File: src/rtl/uart_cmd_link_ctrl_pkg.sv
// Shared types and constants for the UART command link sequencer.
// Frame layout depends on UART_CMD_HAMMING_EN (see uart_cmd_link_ctrl).
package uart_cmd_link_ctrl_pkg;

  typedef enum logic [2:0] {
    ST_IDLE,
    ST_SEND,
    ST_TX_START,
    ST_TX_END,
    ST_WAIT_ACK,
    ST_RETRY
  } state_t;

  localparam logic [3:0] CMD_TURN_ON         = 4'h6;
  localparam logic [3:0] CMD_TURN_OFF        = 4'hD;
  localparam logic [7:0] ACK                 = 8'h3C;
  localparam logic [7:0] TOGGLE              = 8'h9D;
  localparam int         TIMEOUT_DEFAULT     = 48000;
  localparam int         MAX_RETRIES_DEFAULT = 3;

  // Plain framing: the complemented nibble in the upper half lets the receiver spot corruption.
  function automatic logic [7:0] frame_plain(input logic [3:0] code);
    return {~code, code};
  endfunction

endpackage

File: src/rtl/uart_cmd_link_ctrl_hamming.sv
// Hamming(7,4) encoder: code = {d3, p2, d2, p1, d1, d0, p0}; 4'h6 encodes to 7'h1D.
module hamming_7_4_encoder (
  input  logic [3:0] data,
  output logic [6:0] code
);

  assign code = {data[3],
                 data[3] ^ data[2] ^ data[1],
                 data[2],
                 data[3] ^ data[2] ^ data[0],
                 data[1],
                 data[0],
                 data[3] ^ data[1] ^ data[0]};

endmodule

File: src/rtl/uart_cmd_link_ctrl.sv
// Command/ack sequencer between master logic and uart_tx/uart_rx, with timeout and retries.
// Define UART_CMD_HAMMING_EN to frame commands as {1'b1, hamming_7_4(code)} instead of {~code, code}.
module uart_cmd_link_ctrl
  import uart_cmd_link_ctrl_pkg::*;
#(
  parameter logic [7:0] ACK_BYTE       = ACK,
  parameter int         TIMEOUT_CYCLES = TIMEOUT_DEFAULT,
  parameter int         MAX_RETRIES    = MAX_RETRIES_DEFAULT
) (
  input  logic       clk,
  input  logic       reset,
  input  logic       cmd_valid,
  input  logic [3:0] cmd_code,
  output logic       cmd_ready,
  output logic       done,
  output logic       fail,
  output logic       busy,
  output logic [1:0] retry_cnt,
  output logic [7:0] data_to_tx,
  output logic       start_tx,
  input  logic       tx_busy,
  input  logic [7:0] data_received,
  input  logic       rx_done,
  input  logic       parity_error
);

  localparam int              TW         = $clog2(TIMEOUT_CYCLES + 1);
  localparam logic [TW-1:0]   TIMER_LAST = TW'(TIMEOUT_CYCLES - 1);
  localparam logic [TW-1:0]   TIMER_MAX  = TW'(TIMEOUT_CYCLES);
  localparam logic [1:0]      RETRY_LAST = 2'(MAX_RETRIES);

  state_t        state_reg;
  logic [TW-1:0] timer_reg;
  logic [7:0]    frame;
  logic          ack_ok;

`ifdef UART_CMD_HAMMING_EN
  logic [6:0] ham_code;

  hamming_7_4_encoder u_hamming (
    .data (cmd_code),
    .code (ham_code)
  );

  assign frame = {1'b1, ham_code};
`else
  assign frame = frame_plain(cmd_code);
`endif

  assign ack_ok = rx_done && !parity_error && (data_received == ACK_BYTE);

  always_ff @(posedge clk) begin
    if (reset) begin
      state_reg  <= ST_IDLE;
      timer_reg  <= '0;
      cmd_ready  <= 1'b1;
      done       <= 1'b0;
      fail       <= 1'b0;
      busy       <= 1'b0;
      start_tx   <= 1'b0;
      retry_cnt  <= 2'd0;
      data_to_tx <= 8'h00;
    end else begin
      done     <= 1'b0;
      fail     <= 1'b0;
      start_tx <= 1'b0;
      case (state_reg)
        ST_IDLE: begin
          // start_tx is raised on entry so it is high for exactly the SEND cycle
          if (cmd_valid && cmd_ready) begin
            data_to_tx <= frame;
            retry_cnt  <= 2'd0;
            start_tx   <= 1'b1;
            cmd_ready  <= 1'b0;
            busy       <= 1'b1;
            state_reg  <= ST_SEND;
          end
        end
        ST_SEND: state_reg <= ST_TX_START;
        ST_TX_START: begin
          if (tx_busy) state_reg <= ST_TX_END;
        end
        ST_TX_END: begin
          if (!tx_busy) begin
            timer_reg <= '0;
            state_reg <= ST_WAIT_ACK;
          end
        end
        ST_WAIT_ACK: begin
          if (timer_reg != TIMER_MAX) timer_reg <= timer_reg + 1'b1;
          // a reply on the timeout cycle still counts as a reply
          if (rx_done) begin
            if (ack_ok) begin
              done      <= 1'b1;
              cmd_ready <= 1'b1;
              busy      <= 1'b0;
              state_reg <= ST_IDLE;
            end else begin
              state_reg <= ST_RETRY;
            end
          end else if (timer_reg == TIMER_LAST) begin
            state_reg <= ST_RETRY;
          end
        end
        ST_RETRY: begin
          if (retry_cnt == RETRY_LAST) begin
            fail      <= 1'b1;
            cmd_ready <= 1'b1;
            busy      <= 1'b0;
            state_reg <= ST_IDLE;
          end else begin
            retry_cnt <= retry_cnt + 2'd1;
            start_tx  <= 1'b1;
            state_reg <= ST_SEND;
          end
        end
        default: state_reg <= ST_IDLE;
      endcase
    end
  end

endmodule

File: config.mk
export PLATFORM = sky130hd
export DESIGN_NAME = uart_cmd_link_ctrl
export DESIGN_NICKNAME = d
export VERILOG_FILES = /design/src/rtl/uart_cmd_link_ctrl_pkg.sv /design/src/rtl/uart_cmd_link_ctrl_hamming.sv /design/src/rtl/uart_cmd_link_ctrl.sv
export SDC_FILE = /design/constraint.sdc
export NUM_CORES = 1
export LEC_CHECK = 0
export ABC_AREA = 1
export CAP_MARGIN = 0
export CORE_MARGIN = 5
export CORE_UTILIZATION = 57
export DETAILED_ROUTE_END_ITERATION = 10
export PLACE_DENSITY = 0.85
export SLEW_MARGIN = 20
export SYNTH_ARGS = -nofsm -noshare
export SYNTH_HDL_FRONTEND = slang
export SYNTH_HIERARCHICAL = 1
export SYNTH_SLANG_ARGS = --single-unit
File: constraint.sdc
create_clock -name clk -period 4.1 [get_ports clk]
set_input_delay 1.23 -clock clk [delete_from_list [all_inputs] [get_ports clk]]
set_output_delay 1.23 -clock clk [all_outputs]
set_load 0.02 [all_outputs]
==> results.md, run 1 <==
* Outcome: completed
* Most used routing layer: met2
* Core area at roughly 3300 sq um
* Die width at about 70 um
* # resized after CTS at 0
* Clk Latency, worst-skew pair at approximately 0.35 ns
* Reg2reg end: timer_reg[8]$_SDFFE_PP0P_
* Yosys reg bits at 34
* Crit. End Element: primary output
* Routed vias at around 1900
* Vias/cell at between 5 and 6
* Post-synth ARST share at 0%
* RePlAce Congestion at 0.847
* Worst path slowest cell: clkdlybuf4s50_1
* First-pass GRT wire length at 7.29 mm
* Synth cell types at 33
* Synth warn at 6
* Cell area after synthesis at around 1900 sq um
* Clk pin slew, worst setup/hold paths at 0.10 ns
* FF-to-FF setup slack at about 2.4 ns
* Fin cells at about 370
* Cells after synthesis at 284
* Fin crit share at around 63%
* Die Span Y at 68.2 um
* DP HPWL at between 3 and 4 mm
* DRT Pass-1 Iters at 4
* # DRC at 0
* Clock skew at 0.00873 ns
* Share of layout cells above drive strength 1 at a little over an eighth
* Root Buffer: clkbuf_4
* Syn_nets at around 300
* Worst hold path depth at 2
* Htree depth at 2
* Crit-path cells: clkdlybuf4s50_1
* Vias in the first global route at around 1700
* Top delay family on crit path: buffers and inverters
* Pleak at just under 0.0009 uW
* TritonCTS clock tree: built
* Buf/Inv on CP at 1
* Port bufs at 32
* Initial DRC Count at between 150 and 200
* Bufs on Longest Clock Path at 2
* Placement Rows at 21
* Maximum number of pins on one net before global-route repair at 20
* Initial Utilization at about three fifths
* Met1 Track Usage GR at a little under a quarter
* CTS sink count at 34
* Worst R2R Path Depth at 8
* Hold Startpoint: data_to_tx[0]$_SDFFE_PP0P_
* Sequential element share of the synthesized area at between 30% and 40%
* Routed Antenna Nets at 0
* I/O Pins at 33
* Critical Path Max Stage Delay at a little over 0.6 ns
* CP max FO at 4
* Cts bufs inserted at 5
* Post-synth EDFFs at 0
* Worst Setup Start Kind: register
* Antenna violations before repair at 0
* Max FFs per register at 16
* Final hold slack at 0.473 ns
* Fmax at roughly 390 MHz
* Die Area at 4660 sq um
* # hold bufs at CTS at 0
* Area Growth Syn to Fin at 20.4%
* Total Power at 1030 uW
* Fin. Hold Viols at 0
* Slew Viols, Final at 0
* Setup repair after global routing missed its margin: no
* # Post-CTS Setup Buffers at 0
* Tot GR Track Use at a little over a fifth
* Least-Margin Pin Slew at about 0.45 ns
* Fillers at 293
* Wirelength per Cell at 12.1 um
* ANT cells at 0
* Hold Path Class: register to register
* CP required at roughly 2.9 ns
* VDD IR max at between 300 and 400 uV
* Final min period at 2.59 ns
* Max_slew headroom at ~70%
* Placed Cells incl. Taps at 357
* Grt met3 use at 5.75%
* GR Util met2 at between 30% and 40%
* Predominant post-synthesis flop cell: dfxtp_1
* Max-Cap Viols at 0
* Avg Cell Area, Syn at about 7 sq um
* Nets at 339
* Hold path endpoint: data_to_tx[0]$_SDFFE_PP0P_
* CP Depth at 1
* Reg2reg start: state_reg[0]$_SDFFE_PP0P_
* WP data arrival at ~1.4 ns
* Gr ovfl total at 0
* Total Wirelength at between 4 and 5 mm
* Power Dens Cells at around 440 nW/um^2
* Critical path class: register to primary output
* Sum Neg Setup Slack at 0 ns
* Setup-failing EPs final at 0
==> report_power, final <==
group	switching (uW)	internal, uW	total (uW)
sequential	50.1	383	433
combinational	236	162	399
clock	115	83.0	198
==> worst max-delay path by stage <==
| stage | start | end | slack, ns |
|---|---|---|---|
| 3_5_place_dp | cmd_valid | retry_cnt[1]$_SDFFE_PP0P_ | 1.38 |
| 4_1_cts | retry_cnt[0]$_SDFFE_PP0P_ | retry_cnt[0] | 1.50 |
| 3_3_place_gp | cmd_valid | retry_cnt[0]$_SDFFE_PP0P_ | 1.46 |
| 6_report | retry_cnt[0]$_SDFFE_PP0P_ | retry_cnt[0] | 1.51 |
| 2_1_floorplan | data_received[1] | cmd_ready$_SDFFE_PP1P_ | 2.15 |
| 5_1_grt | retry_cnt[0]$_SDFFE_PP0P_ | retry_cnt[0] | 1.44 |
==> routing by layer <==
| metal | vias up | part of all wire (%) |
|---|---|---|
| met1 | 842 | 43 |
| met2 | 56 | 49 |
| met5 | - | 0 |
| li1 | 991 | - |
| met3 | 7 | 6.4 |
| met4 | 0 | 1.4 |
==> through the flow <==
| step | worst slack, ns | area, sq um | utilization [%] |
|---|---|---|---|
| floorplan | 2.15 | 1930 | - |
| global placement | 1.46 | 2270 | 68.5 |
| detailed placement | 1.38 | 2270 | 68.5 |
| CTS | 1.50 | 2330 | 70.3 |
| global route | 1.44 | 2330 | 70.3 |
| finish | 1.51 | 2330 | 70.3 |
==> cells in the mapped netlist (4+ instances only) <==
| master | number | area (sq um) |
|---|---|---|
| nand3_1 | 17 | 85.1 |
| nand4_1 | 9 | 56.3 |
| nor2_2 | 5 | 31.3 |
| nand2_1 | 76 | 285 |
| or2_2 | 4 | 25.0 |
| o21ai_0 | 8 | 40.0 |
| nand2_2 | 8 | 50.1 |
| nor2_1 | 43 | 161 |
| a21oi_1 | 21 | 105 |
| a21oi_2 | 5 | 43.8 |
| dfxtp_1 | 34 | 681 |
| inv_1 | 19 | 71.3 |
| inv_2 | 5 | 18.8 |
==> layout make-up <==
class | instances | area (sq um) | share of cell area, %
inverters | 25 | 96.3 | 4.14
clock buffers | 7 | 55.1 | 2.37
well taps | 46 | 57.6 | 2.47
clock inverters | 1 | 5.00 | 0.215
flip-flops and latches | 34 | 681 | 29.2
multi-input cells | 219 | 1100 | 47.5
repair buffers | 33 | 328 | 14.1
==> cell families (layout without fill, tap and decap cells) <==
| logic type | after synthesis | in the layout | share of synthesized area, % |
|---|---|---|---|
| compound gates | 40 | 40 | 12.3 |
| xor+xnor | 3 | 3 | 1.36 |
| fa+ha+maj | 3 | 3 | 1.94 |
| buf+inv | 31 | 66 | 7.64 |
| flops | 34 | 34 | 35.2 |
| simple gates | 173 | 173 | 41.6 |
==> cells in the final DEF (no fill, tap or decap), types with 2 or more instances in the layout <==
cell / n
a21oi_1: 21
nand3_1: 17
inv_2: 5
ha_1: 3
nand3_4: 2
nand2_1: 76
inv_1: 19
clkbuf_4: 5
a21oi_2: 5
xnor2_1: 2
dfxtp_1: 34
nand2_2: 8
nor2_2: 5
nor2_1: 43
nand2_4: 2
or2_2: 4
nand4_1: 9
nor2_4: 2
o21bai_1: 3
clkdlybuf4s50_1: 32
nor3_1: 3
o21ai_0: 8
(Power assumes the default switching activity.)
==> inputs of run 2 (changes only) <==
--- a/config.mk
+++ b/config.mk
@@ -8,9 +8,9 @@
 export ABC_AREA = 1
 export CAP_MARGIN = 0
 export CORE_MARGIN = 5
-export CORE_UTILIZATION = 57
+export CORE_UTILIZATION = 53
 export DETAILED_ROUTE_END_ITERATION = 10
-export PLACE_DENSITY = 0.85
+export PLACE_DENSITY = 0.8
 export SLEW_MARGIN = 20
 export SYNTH_ARGS = -nofsm -noshare
 export SYNTH_HDL_FRONTEND = slang
==> constraint.sdc (replaced) <==
create_clock -name clk -period 2.4 [get_ports clk]
set_input_delay 0.72 -clock clk [delete_from_list [all_inputs] [get_ports clk]]
set_output_delay 0.72 -clock clk [all_outputs]
set_load 0.02 [all_outputs]
==> run 2 against run 1 <==
Routed wire length is 2.5% lower; setup slack worse by 1.1 ns; core utilization is 4.4 points lower; hold slack worse by 0.012 ns; sequential share of layout area is 0.60 points lower; clock skew is 0.0020 ns lower; global-route usage is 2.8 points lower; clock power is 120% higher; largest cell class unchanged; largest power group unchanged; highest routed layer unchanged; flip-flop and latch count stayed put.
==> results.md, run 2 (synthesis gave the netlist of run 1 again) <==
* # DRC at 0
* Outcome: completed
* Fillers at a little over 300
* Setup repair after global routing missed its margin: no
* CP required at around 1.7 ns
* Die width at 70.4 um
* Least-Margin Pin Slew at roughly 0.3 ns
* Bufs on Longest Clock Path at 2
* Max FFs per register at 16
* Maximum number of pins on one net before global-route repair at 20
* Cts bufs inserted at 5
* Routed Antenna Nets at 0
* Clk pin slew, worst setup/hold paths at approximately 0.07 ns
* Nets at approximately 340
* Fin crit share at 83.4%
* RePlAce Congestion at 0.910
* Worst slack, placed at around 0.34 ns
* PnR worst setup slack at about 0.40 ns
* Worst path slowest cell: clkdlybuf4s50_1
* Die Area at roughly 5000 sq um
* Port bufs at 32
* Slew Viols, Final at 0
* Fin. Hold Viols at 0
* Critical path class: register to primary output
* DP HPWL at approximately 3.2 mm
* # Post-CTS Setup Buffers at 0
* Psw at between 600 and 700 uW
* Routed vias at 1877
* Max_slew headroom at 79.9%
* Sw frac at 37.3%
* # hold bufs at CTS at 0
* Crit-path cells: clkdlybuf4s50_1
* Fmax at about 500 MHz
* Buf/Inv on CP at 1
* VDD IR max at ~560 uV
* Hold Path Class: register to register
* Combinational power share at about 37%
* Sum Neg Setup Slack at 0 ns
* Post-layout util at 65.9%
* Flop pwr share at 39.3%
* I/O Pins at 33
* Most common cell after layout, fill and taps aside: nand2_1
* Setup-failing EPs final at 0
* Clock power frac at between 20% and 30%
* Share of layout cells above drive strength 1 at between 10% and 20%
* Worst Setup Start Kind: register
* Tot GR Track Use at a little under a fifth
* Max-Cap Viols at 0
* ANT cells at 0
* # resized after CTS at 0
* Core area at between 3000 and 4000 sq um
* Gr ovfl total at 0
* Total Power at about 1900 uW
* Placement Rows at 22
* Critical Path Max Stage Delay at between 0.6 and 0.7 ns
* Clock skew at roughly 0.0067 ns
* Crit. End Element: primary output
* Most frequent cells in the layout: nand2_1, nor2_1, dfxtp_1
* Power Internal at roughly 1200 uW
* Antenna violations before repair at 0
* Initial DRC Count at 86
* Vias/cell at a little over 5
* Wirelength per Cell at 11.7 um
* TritonCTS clock tree: built
* Htree depth at 2
* CP max FO at 4
* Clk Latency, worst-skew pair at 0.28 ns
* Initial Utilization at a little over half
* First-pass GRT wire length at between 7 and 8 mm
* Final min period at about 2 ns
* CTS sink count at 34
* Power Dens Cells at between 700 and 800 nW/um^2
* Total Wirelength at ~4.3 mm
* WP data arrival at 1.28 ns
* Root Buffer: clkbuf_8
* Pleak at between 0.0008 and 0.0009 uW
* DRT Pass-1 Iters at 4
* Top delay family on crit path: buffers and inverters
* Vias in the first global route at between 1500 and 2000
* Die Span Y at 70.4 um
* Area Growth Syn to Fin at 22.9%
run 2: power groups by stage:
stage | sequential (uW) | clock, uW | combinational (uW)
floorplan | 813 | 0 | 398
global route | 752 | 475 | 770
global placement | 745 | 0 | 683
finish | 736 | 441 | 696
detailed placement | 744 | 0 | 694
CTS | 734 | 452 | 699
run 2: final timing paths:
kind	from	cells after the start	slack, ns	endpoint
worst min register to register	data_to_tx[0]$_SDFFE_PP0P_	2	0.46	data_to_tx[0]$_SDFFE_PP0P_
worst max-delay path	retry_cnt[0]$_SDFFE_PP0P_	1	0.40	retry_cnt[0]
worst max register to register	timer_reg[0]$_SDFFE_PP0P_	9	0.75	state_reg[0]$_SDFFE_PP0P_
worst min-delay path	data_to_tx[0]$_SDFFE_PP0P_	2	0.46	data_to_tx[0]$_SDFFE_PP0P_
run 2: metal layers:
| layer | track usage [%] | wire (um) | up-vias |
|---|---|---|---|
| met4 | 7.02 | 70 | 0 |
| met3 | 7.05 | 271 | 7 |
| li1 | - | - | 993 |
| met1 | 22.5 | 1990 | 837 |
| met2 | 28.0 | 1980 | 40 |
| met5 | 0 | 0 | - |
run 2: per-stage QoR:
stage          hold WS, ns  instances  area (sq um)
4_1_cts              0.464        369          2380
3_5_place_dp         0.454        361          2280
2_1_floorplan        0.477        284          1930
3_3_place_gp         0.448        361          2280
6_report             0.461        369          2380
5_1_grt              0.475        369          2380
run 2: area by class of cell:
cell class	count	area, sq um	area share [%]
Timing Repair Buffer	35	343	14.4
Tap cell	48	60.1	2.53
Inverter	25	96.3	4.05
Sequential cell	34	681	28.6
Multi-Input combinational cell	219	1100	46.5
Clock buffer	7	86.3	3.63
Clock inverter	1	5.00	0.211
==> inputs of run 3 (changes only) <==
--- a/config.mk
+++ b/config.mk
@@ -8,9 +8,9 @@
 export ABC_AREA = 1
 export CAP_MARGIN = 0
 export CORE_MARGIN = 5
-export CORE_UTILIZATION = 53
+export CORE_UTILIZATION = 47
 export DETAILED_ROUTE_END_ITERATION = 10
-export PLACE_DENSITY = 0.8
+export PLACE_DENSITY = 0.75
 export SLEW_MARGIN = 20
 export SYNTH_ARGS = -nofsm -noshare
 export SYNTH_HDL_FRONTEND = slang
==> constraint.sdc (replaced) <==
create_clock -name clk -period 1.6 [get_ports clk]
set_input_delay 0.48 -clock clk [delete_from_list [all_inputs] [get_ports clk]]
set_output_delay 0.48 -clock clk [all_outputs]
set_load 0.02 [all_outputs]
==> run 3 against run 2 <==
Global-route usage is 1.7 points higher; combinational power is 71% higher; die area is 11% higher; sequential share of layout area is 2.8 points lower; hold slack better by 0.0034 ns; critical path depth is 8 higher; critical endpoint is now state_reg[0]$_SDFFE_PP0P_.
==> results.md, run 3 (synthesis gave the netlist of run 1 again) <==
* Fmax at between 600 and 700 MHz
* Least-Margin Pin Slew at about 0.3 ns
* Core area at between 4000 and 5000 sq um
* First-pass GRT wire length at 8.48 mm
* Wirelength per Cell at between 10 and 15 um
* Buf/Inv on CP at 2
* WP data arrival at between 1.5 and 2 ns
* Cts bufs inserted at 5
* Bufs on Longest Clock Path at 2
* Tot GR Track Use at 19.8%
* Placement Rows at 23
* VDD IR max at about 800 uV
* Crit. End Element: register
* Setup-failing EPs final at 0
* Setup repair after global routing missed its margin: no
* Routed Antenna Nets at 0
* FF-to-FF setup slack at roughly 0.11 ns
* Most common cell after layout, fill and taps aside: nand2_1
* Hold path endpoint: data_to_tx[1]$_SDFFE_PP0P_
* Slew Viols, Final at 0
* Clk pin slew, worst setup/hold paths at about 0.07 ns
* CP max FO at 3
* Gr ovfl total at 0
* Critical path class: primary input to register
* Vias/cell at 4.98
* Share of layout cells above drive strength 1 at 23.9%
* Outcome: completed
* Critical Path Max Stage Delay at approximately 0.45 ns
* TritonCTS clock tree: built
* Worst slack, placed at -0.196 ns
* Worst hold path depth at 2
* Routed vias at 2000
* Post-layout util at about two thirds
* Port bufs at 32
* Placed Cells incl. Taps at 391
* Most frequent cells in the layout: nand2_1, nor2_1, buf_4
* Hold Path Class: register to register
* DRT Pass-1 Iters at 4
* Top delay family on crit path: simple AND/OR/NAND/NOR gates
* Max FFs per register at 16
* Max-Cap Viols at 0
* Initial Utilization at between 40% and 50%
* Max_slew headroom at 80.1%
* Fin crit share at about 95%
* CP required at ~1.8 ns
* Root Buffer: clkbuf_8
* Total Wirelength at between 4 and 5 mm
* Clk Latency, worst-skew pair at 0.28 ns
* Antenna violations before repair at 0
* Die width at around 74 um
* Worst R2R Path Depth at 9
* I/O Pins at 33
* CTS sink count at 34
* Clock skew at about 0.0050 ns
* Reg2reg end: timer_reg[13]$_SDFFE_PP0P_
* # hold bufs at CTS at 0
* Initial DRC Count at approximately 110
* Vias in the first global route at a little under 2000
* Total Power at 3060 uW
* Maximum number of pins on one net before global-route repair at 18
* DP HPWL at about 3.7 mm
* Pleak at approximately 0.0011 uW
* Htree depth at 2
* ANT cells at 0
* Area Growth Syn to Fin at 37.7%
* Crit-path cells: clkdlybuf4s50_1 > nand2_2 > buf_4 > nand2_1 > nor2_1 > nand2_1 > nand2_1 > nand2_1 > nor2_1
* Worst Setup Start Kind: primary input
* Power Dens Cells at between 1000 and 1500 nW/um^2
* Die Span Y at ~74 um
* Fin. Hold Viols at 0
* Reg2reg start: timer_reg[0]$_SDFFE_PP0P_
* Worst path slowest cell: clkdlybuf4s50_1
* # DRC at 0
* Final hold slack at 0.465 ns
* Hold Startpoint: data_to_tx[1]$_SDFFE_PP0P_
* Final min period at ~1.5 ns
* Die Area at around 5500 sq um
* Fin cells at between 400 and 500
* PnR worst setup slack at 0.0772 ns
* CP most frequent cell: nand2_1
* RePlAce Congestion at between 0.8 and 0.9
* Nets at roughly 370
* Fillers at around 360
-- run 3: final cells by class --
| class | instances | area [sq um] | area share, % |
|---|---|---|---|
| repair buffers | 66 | 582 | 21.9 |
| clock buffers | 7 | 76.3 | 2.87 |
| clock inverters | 1 | 30.0 | 1.13 |
| inverters | 25 | 98.8 | 3.71 |
| multi-input cells | 219 | 1120 | 42.3 |
| flip-flops and latches | 34 | 687 | 25.8 |
| well taps | 50 | 62.6 | 2.35 |
-- run 3: repair_timing --
action | 4_1_cts | 5_1_grt
setup buffers | 0 | 3
endpoints found under the hold margin | 0 | 0
setup endpoints to repair | 16 | 16
gates cloned | 0 | 0
pin swaps | 0 | 1
gates resized for setup | 16 | 11
-- run 3: worst register-to-register path, cell delays in order, from the launching register on --
cell and delay [ns]:
dfxtp_2 0.34, inv_1 0.07, ha_1 0.14, nand2_1 0.06, nor2_2 0.16, nand3_4 0.11
nand3_4 0.22, buf_12 0.15, nand2_1 0.05, a21oi_1 0.12
-- run 3: per-stage QoR --
stage	area (sq um)	TNS (ns)
after floorplan	1930	0
after global placement	2520	-1.35
after detailed placement	2520	-1.96
after CTS	2610	0
after global routing	2660	0
final	2660	0
-- run 3: per-layer routing --
metal  vias to the layer above  global-route usage, %  wire (um)
met1                       889                   25.1       2270
met4                         0                   8.05         64
met3                         7                   4.32        250
met5                         -                      0          0
met2                        47                   32.5       2380
li1                       1057                      -          -
-- run 3: worst max-delay path by stage --
stage,end,cells past startpoint,from
final,state_reg[0]$_SDFFE_PP0P_,9,tx_busy
after detailed placement,state_reg[0]$_SDFFE_PP0P_,9,tx_busy
after global routing,timer_reg[14]$_SDFFE_PP0P_,9,timer_reg[1]$_SDFFE_PP0P_
after floorplan,timer_reg[10]$_SDFFE_PP0P_,8,timer_reg[0]$_SDFFE_PP0P_
after global placement,cmd_ready$_SDFFE_PP1P_,8,rx_done
after CTS,state_reg[0]$_SDFFE_PP0P_,9,timer_reg[0]$_SDFFE_PP0P_
-- run 3: where the power goes --
group	internal (uW)	switching [uW]	total (uW)
Sequential	992	111	1100
Combinational	522	663	1190
Clock	466	303	769
Total	1980	1080	3060
==> edit 1: new RTL, flow settings as in run 3 <==
Make the reset (`reset`) asynchronous in one clocked block.
--- a/src/rtl/uart_cmd_link_ctrl.sv
+++ b/src/rtl/uart_cmd_link_ctrl.sv
@@ -50,5 +50,5 @@
   assign ack_ok = rx_done && !parity_error && (data_received == ACK_BYTE);
 
-  always_ff @(posedge clk) begin
+  always_ff @(posedge clk or posedge reset) begin
     if (reset) begin
       state_reg  <= ST_IDLE;
Formal check against the unedited RTL: differs if reset is asserted again (counterexample within 4 cycles, from zero or initial values and one cycle with reset high); with reset held inactive, the same outputs for 10 cycles.
==> edit 1 against run 3 <==
- design area decreased by 3.9%
- synthesized cell count decreased by 8.8%
- largest cell class unchanged
- setup slack got worse by 24 ps
- wire length decreased by 13%
- critical endpoint is now cmd_ready
- highest routed layer unchanged
- register-to-register slack improved by 20 ps
- global-route usage decreased by 1.6 points
- maximum frequency decreased by 1.6%
- clock skew increased by 4.3 ps
- sequential cell count unchanged
- area after synthesis increased by 1.4%
- critical path depth decreased by 8
Power is not compared: it rests on default switching activity, and its combinational part moved more than twofold at a synthesized area within 25%.
==> edit 1: results (changes against run 3) <==
| Metric | Value |
|---|---|
| Syn nets | 280 (-8.2%) |
| Global-route wire length before repair | 7562 um (-11%) |
| Gpl congestion | 0.9456 (+11%) |
| Largest net degree at the start of global routing | 35 (+17) |
| Avg Cell Area, Syn | 7.565 um2 (+11%) |
| Delay of the slowest critical-path stage | 530 ps (+80 ps) |
| Antenna violations before repair | 0 (unchanged) |
| TritonRoute pass-1 iters | 4 (unchanged) |
| Routed vias | 1771 (-11%) |
| Most frequent cells after synthesis | nand2_1 (80), nor2_1 (35), dfrtp_1 (33) |
| Clk root buf | clkbuf_8 |
| Synth top area cells | dfrtp_1 (42%), nand2_1 (15%), nor2_1 (6.7%) |
| Slew at the pin closest to its max-slew limit | 303.9 ps (+6.302 ps) |
| Leakage | about 1.3 nW |
| Netlist cell types | 29 (-12%) |
| Proportion of layout cells with a drive suffix above 1 | 15.43% (-8.4 points) |
| Worst hold path stage count | 2 (unchanged) |
| Synth async-reset ratio | 100.0% (+100 points) |
| Pre-CTS setup slack | -187.5 ps (+8.762 ps) |
| GRT Overall Usage | 18.15% (-1.6 points) |
| Outcome | finished clean |
| Fin cells | 361 (-10%) |
| GRT met2 Usage | 28.00% (-4.5 points) |
| Placed insts | 352 (-10%) |
| Clock Path Buffers | 2 (unchanged) |
| Max FO, Critical Path | 2 (-1) |
| CP max stage cell | dfstp_2 |
| Reg2reg path depth | 9 (unchanged) |
| Met3 GRT Util | 2.973% (-1.4 points) |
| CP delay by family, top | flip-flops |
| Arrival @ worst endpoint | 1070 ps (-670 ps) |
| Yosys Warn Count | 6 (unchanged) |
| Num CTS Buffers | 5 (unchanged) |
| Total routed wirelength | 4317 um (-13%) |
| Hold Path Class | register to register |
| Vias in the first global route | 1626 (-17%) |
| Layout Nets | 331 (-11%) |
| Fillers | 344 (-5.5%) |
| Ys flop type | dfrtp_1 |
| Clock Skew | 9.258 ps (+4.289 ps) |
| DR iter-0 viols | 123 (+8.8%) |
| Switching power | 0.3357 mW |
| Post-synthesis sequential area ratio | 43.49% (+8.3 points) |
| Grt met1 use | 24.22% (-0.87 points) |
| N_diodes | 0 (unchanged) |
| Final Power | around 1.7 mW |
| Post-DP HPWL | 3341 um (-11%) |
[edit 1: changes by cell type after synthesis, sizes merged, moves of 5 or more]
cell   before  now
nor2       50   41
dfxtp      34    0
dfrtp       0   33
nand2      86   81
a21oi      26    2
inv        25   33
o21ai       8   15
[edit 1: what timing repair did]
item | 4_1_cts | 5_1_grt
buffers inserted | 0 | 1
pin swaps | 0 | 2
endpoints found under the setup margin | 15 | 20
gates resized for setup | 17 | 4
[edit 1: cell families (layout without fill, tap and decap cells)]
family | Yosys count | after routing | synth area share [%]
AOI/OAI and AO/OA | 23 | 23 | 7.791
xor gates and xnor gates | 7 | 7 | 3.129
adders and majority gates | 3 | 3 | 1.916
buffers and inverters | 37 | 89 | 8.876
DFF | 34 | 34 | 43.49
and+or+nand+nor | 155 | 155 | 34.80
[edit 1: final timing paths]
kind,start,to,slack [ps]
worst max-delay path,cmd_ready,cmd_ready,50
worst min-delay path,busy,busy,470
worst max register to register,timer_reg[0],timer_reg[3],130
worst min register to register,busy,busy,470
max in group asynchronous,reset,cmd_ready,810
min in group asynchronous,reset,timer_reg[15],540
[edit 1: stage by stage]
stage,instance area [um2],hold WS [ps]
finish,2559,473.1
global route,2559,493.9
CTS,2545,475.5
detailed placement,2455,462.5
global placement,2455,457.2
floorplan,1959,500.3
[edit 1: final cells by class]
class / instances / area (um2) / share of cell area (%)
Tap cell: 50 / 62.56 / 2.445
Timing Repair Buffer: 47 / 454.2 / 17.75
Inverter: 34 / 143.9 / 5.623
Sequential cell: 34 / 853.3 / 33.35
Multi-Input combinational cell: 188 / 938.4 / 36.67
Clock buffer: 7 / 76.32 / 2.983
Clock inverter: 1 / 30.03 / 1.174
[edit 1: power groups by stage]
| stage | logic [mW] | clock network (mW) | registers (mW) |
|---|---|---|---|
| 6_report | 0.0695 | 0.776 | 0.859 |
| 4_1_cts | 0.0724 | 0.796 | 0.859 |
| 5_1_grt | 0.0789 | 0.837 | 0.859 |
| 2_1_floorplan | 0.0156 | 0 | 0.876 |
| 3_3_place_gp | 0.0712 | 0 | 0.876 |
| 3_5_place_dp | 0.0722 | 0 | 0.876 |
[edit 1: metal layers]
metal | wire [um] | part of all wire (%)
met5 | 0 | 0
met4 | 95 | 2.2
met3 | 226 | 5.2
met1 | 1979 | 46
met2 | 2016 | 47
==> edit 2: new RTL, config.mk and constraints of run 3 <==
Made on the original files. The package constant `TIMEOUT_DEFAULT` goes from 48000 to 24000.
--- a/src/rtl/uart_cmd_link_ctrl_pkg.sv
+++ b/src/rtl/uart_cmd_link_ctrl_pkg.sv
@@ -16,5 +16,5 @@
   localparam logic [7:0] ACK                 = 8'h3C;
   localparam logic [7:0] TOGGLE              = 8'h9D;
-  localparam int         TIMEOUT_DEFAULT     = 48000;
+  localparam int         TIMEOUT_DEFAULT     = 24000;
   localparam int         MAX_RETRIES_DEFAULT = 3;
 
Check against the original RTL: same outputs for any inputs over 10 cycles, from zero or initial values and one cycle with reset high; that may be too few to reach the edited logic, so the function may still have changed.
==> edit 2 against run 3 <==
- area after synthesis shrank 2.8%
- sequential cell count down 1
- power fell by 13%
- wire length shrank 6.1%
- maximum frequency grew 1.4%
- design area shrank 6.3%
- setup slack better by 21 ps
- non-clock buffer count shrank 13
- critical path depth fell by 1
- critical path type unchanged
- highest routed layer unchanged
==> edit 2: results (changes against run 3) <==
| Metric | Value |
|---|---|
| Syn nets | 301 (-1.3%) |
| Largest register FFs | 15 (-1) |
| Flop pwr share | 38.3% (+2.2 points) |
| CTS-repair resized insts | 15 (-1) |
| Met3 wire len | 244 um (-2.4%) |
| GRT Overall Usage | 18.60% (-1.2 points) |
| Post-synthesis sequential area ratio | 35.15% (-0.057 points) |
| P&R area growth vs syn | 32.69% |
| Most frequent cells after synthesis | nand2_1 (76), nor2_1 (39), dfxtp_1 (33) |
| VDD IR-drop max | 0.0006596 V (-18%) |
| Synth Area in Compound Gates | 10.99% (-1.3 points) |
| Clock sink count | 33 (-2.9%) |
| Outcome | finished clean |
| Total routed wirelength | 4664 um (-6.1%) |
| Synth Instances | 280 (-1.4%) |
| M1 wire length | 2099 um (-7.5%) |
| Vias in the first global route | 1753 (-10%) |
| Grt met1 use | 23.29% (-1.8 points) |
| Proportion of layout cells with a drive suffix above 1 | 20.24% (-3.6 points) |
| Max FO, Critical Path | 4 (+1) |
| Gpl congestion | 0.8858 (+4.1%) |
| GRT met2 Usage | 30.59% (-1.9 points) |
| Placed instance area | 2381 um2 (-5.6%) |
| Clock Skew | 8.435 ps (+3.466 ps) |
| Count of multi-input gates | 209 (-4.6%) |
| Post-DP HPWL | 3488 um (-6.7%) |
| Clkbuf count | 6 (-1) |
| Synth Area in XOR/XNOR | 0.4660% (-0.89 points) |
[edit 2: changes by cell type in the layout (fill, tap and decap cells not counted), moves of 4 or more]
cell and delta:
a21oi_2 +5, inv_1 +12, a21oi_1 -7, nor2_1 -4, nand3_1 +8, nand2_2 +5
dfxtp_2 -4, buf_4 -12
[edit 2: final timing paths]
path / start / end / slack, ps / cells past startpoint
min reg2reg: data_to_tx[2] / data_to_tx[2] / 460 / 2
min: data_to_tx[2] / data_to_tx[2] / 460 / 2
max reg2reg: timer_reg[2] / timer_reg[11] / 130 / 8
max: data_received[3] / cmd_ready / 100 / 8
[edit 2: cells by family (layout without fill, tap and decap cells)]
kind of cell | after synthesis | count (layout)
adder cells (fa/ha/maj) | 3 | 3
flip-flops | 33 | 33
AO/OA/AOI/OAI | 33 | 33
XOR/XNOR | 1 | 1
buffers and inverters | 38 | 94
AND/OR/NAND/NOR | 172 | 172
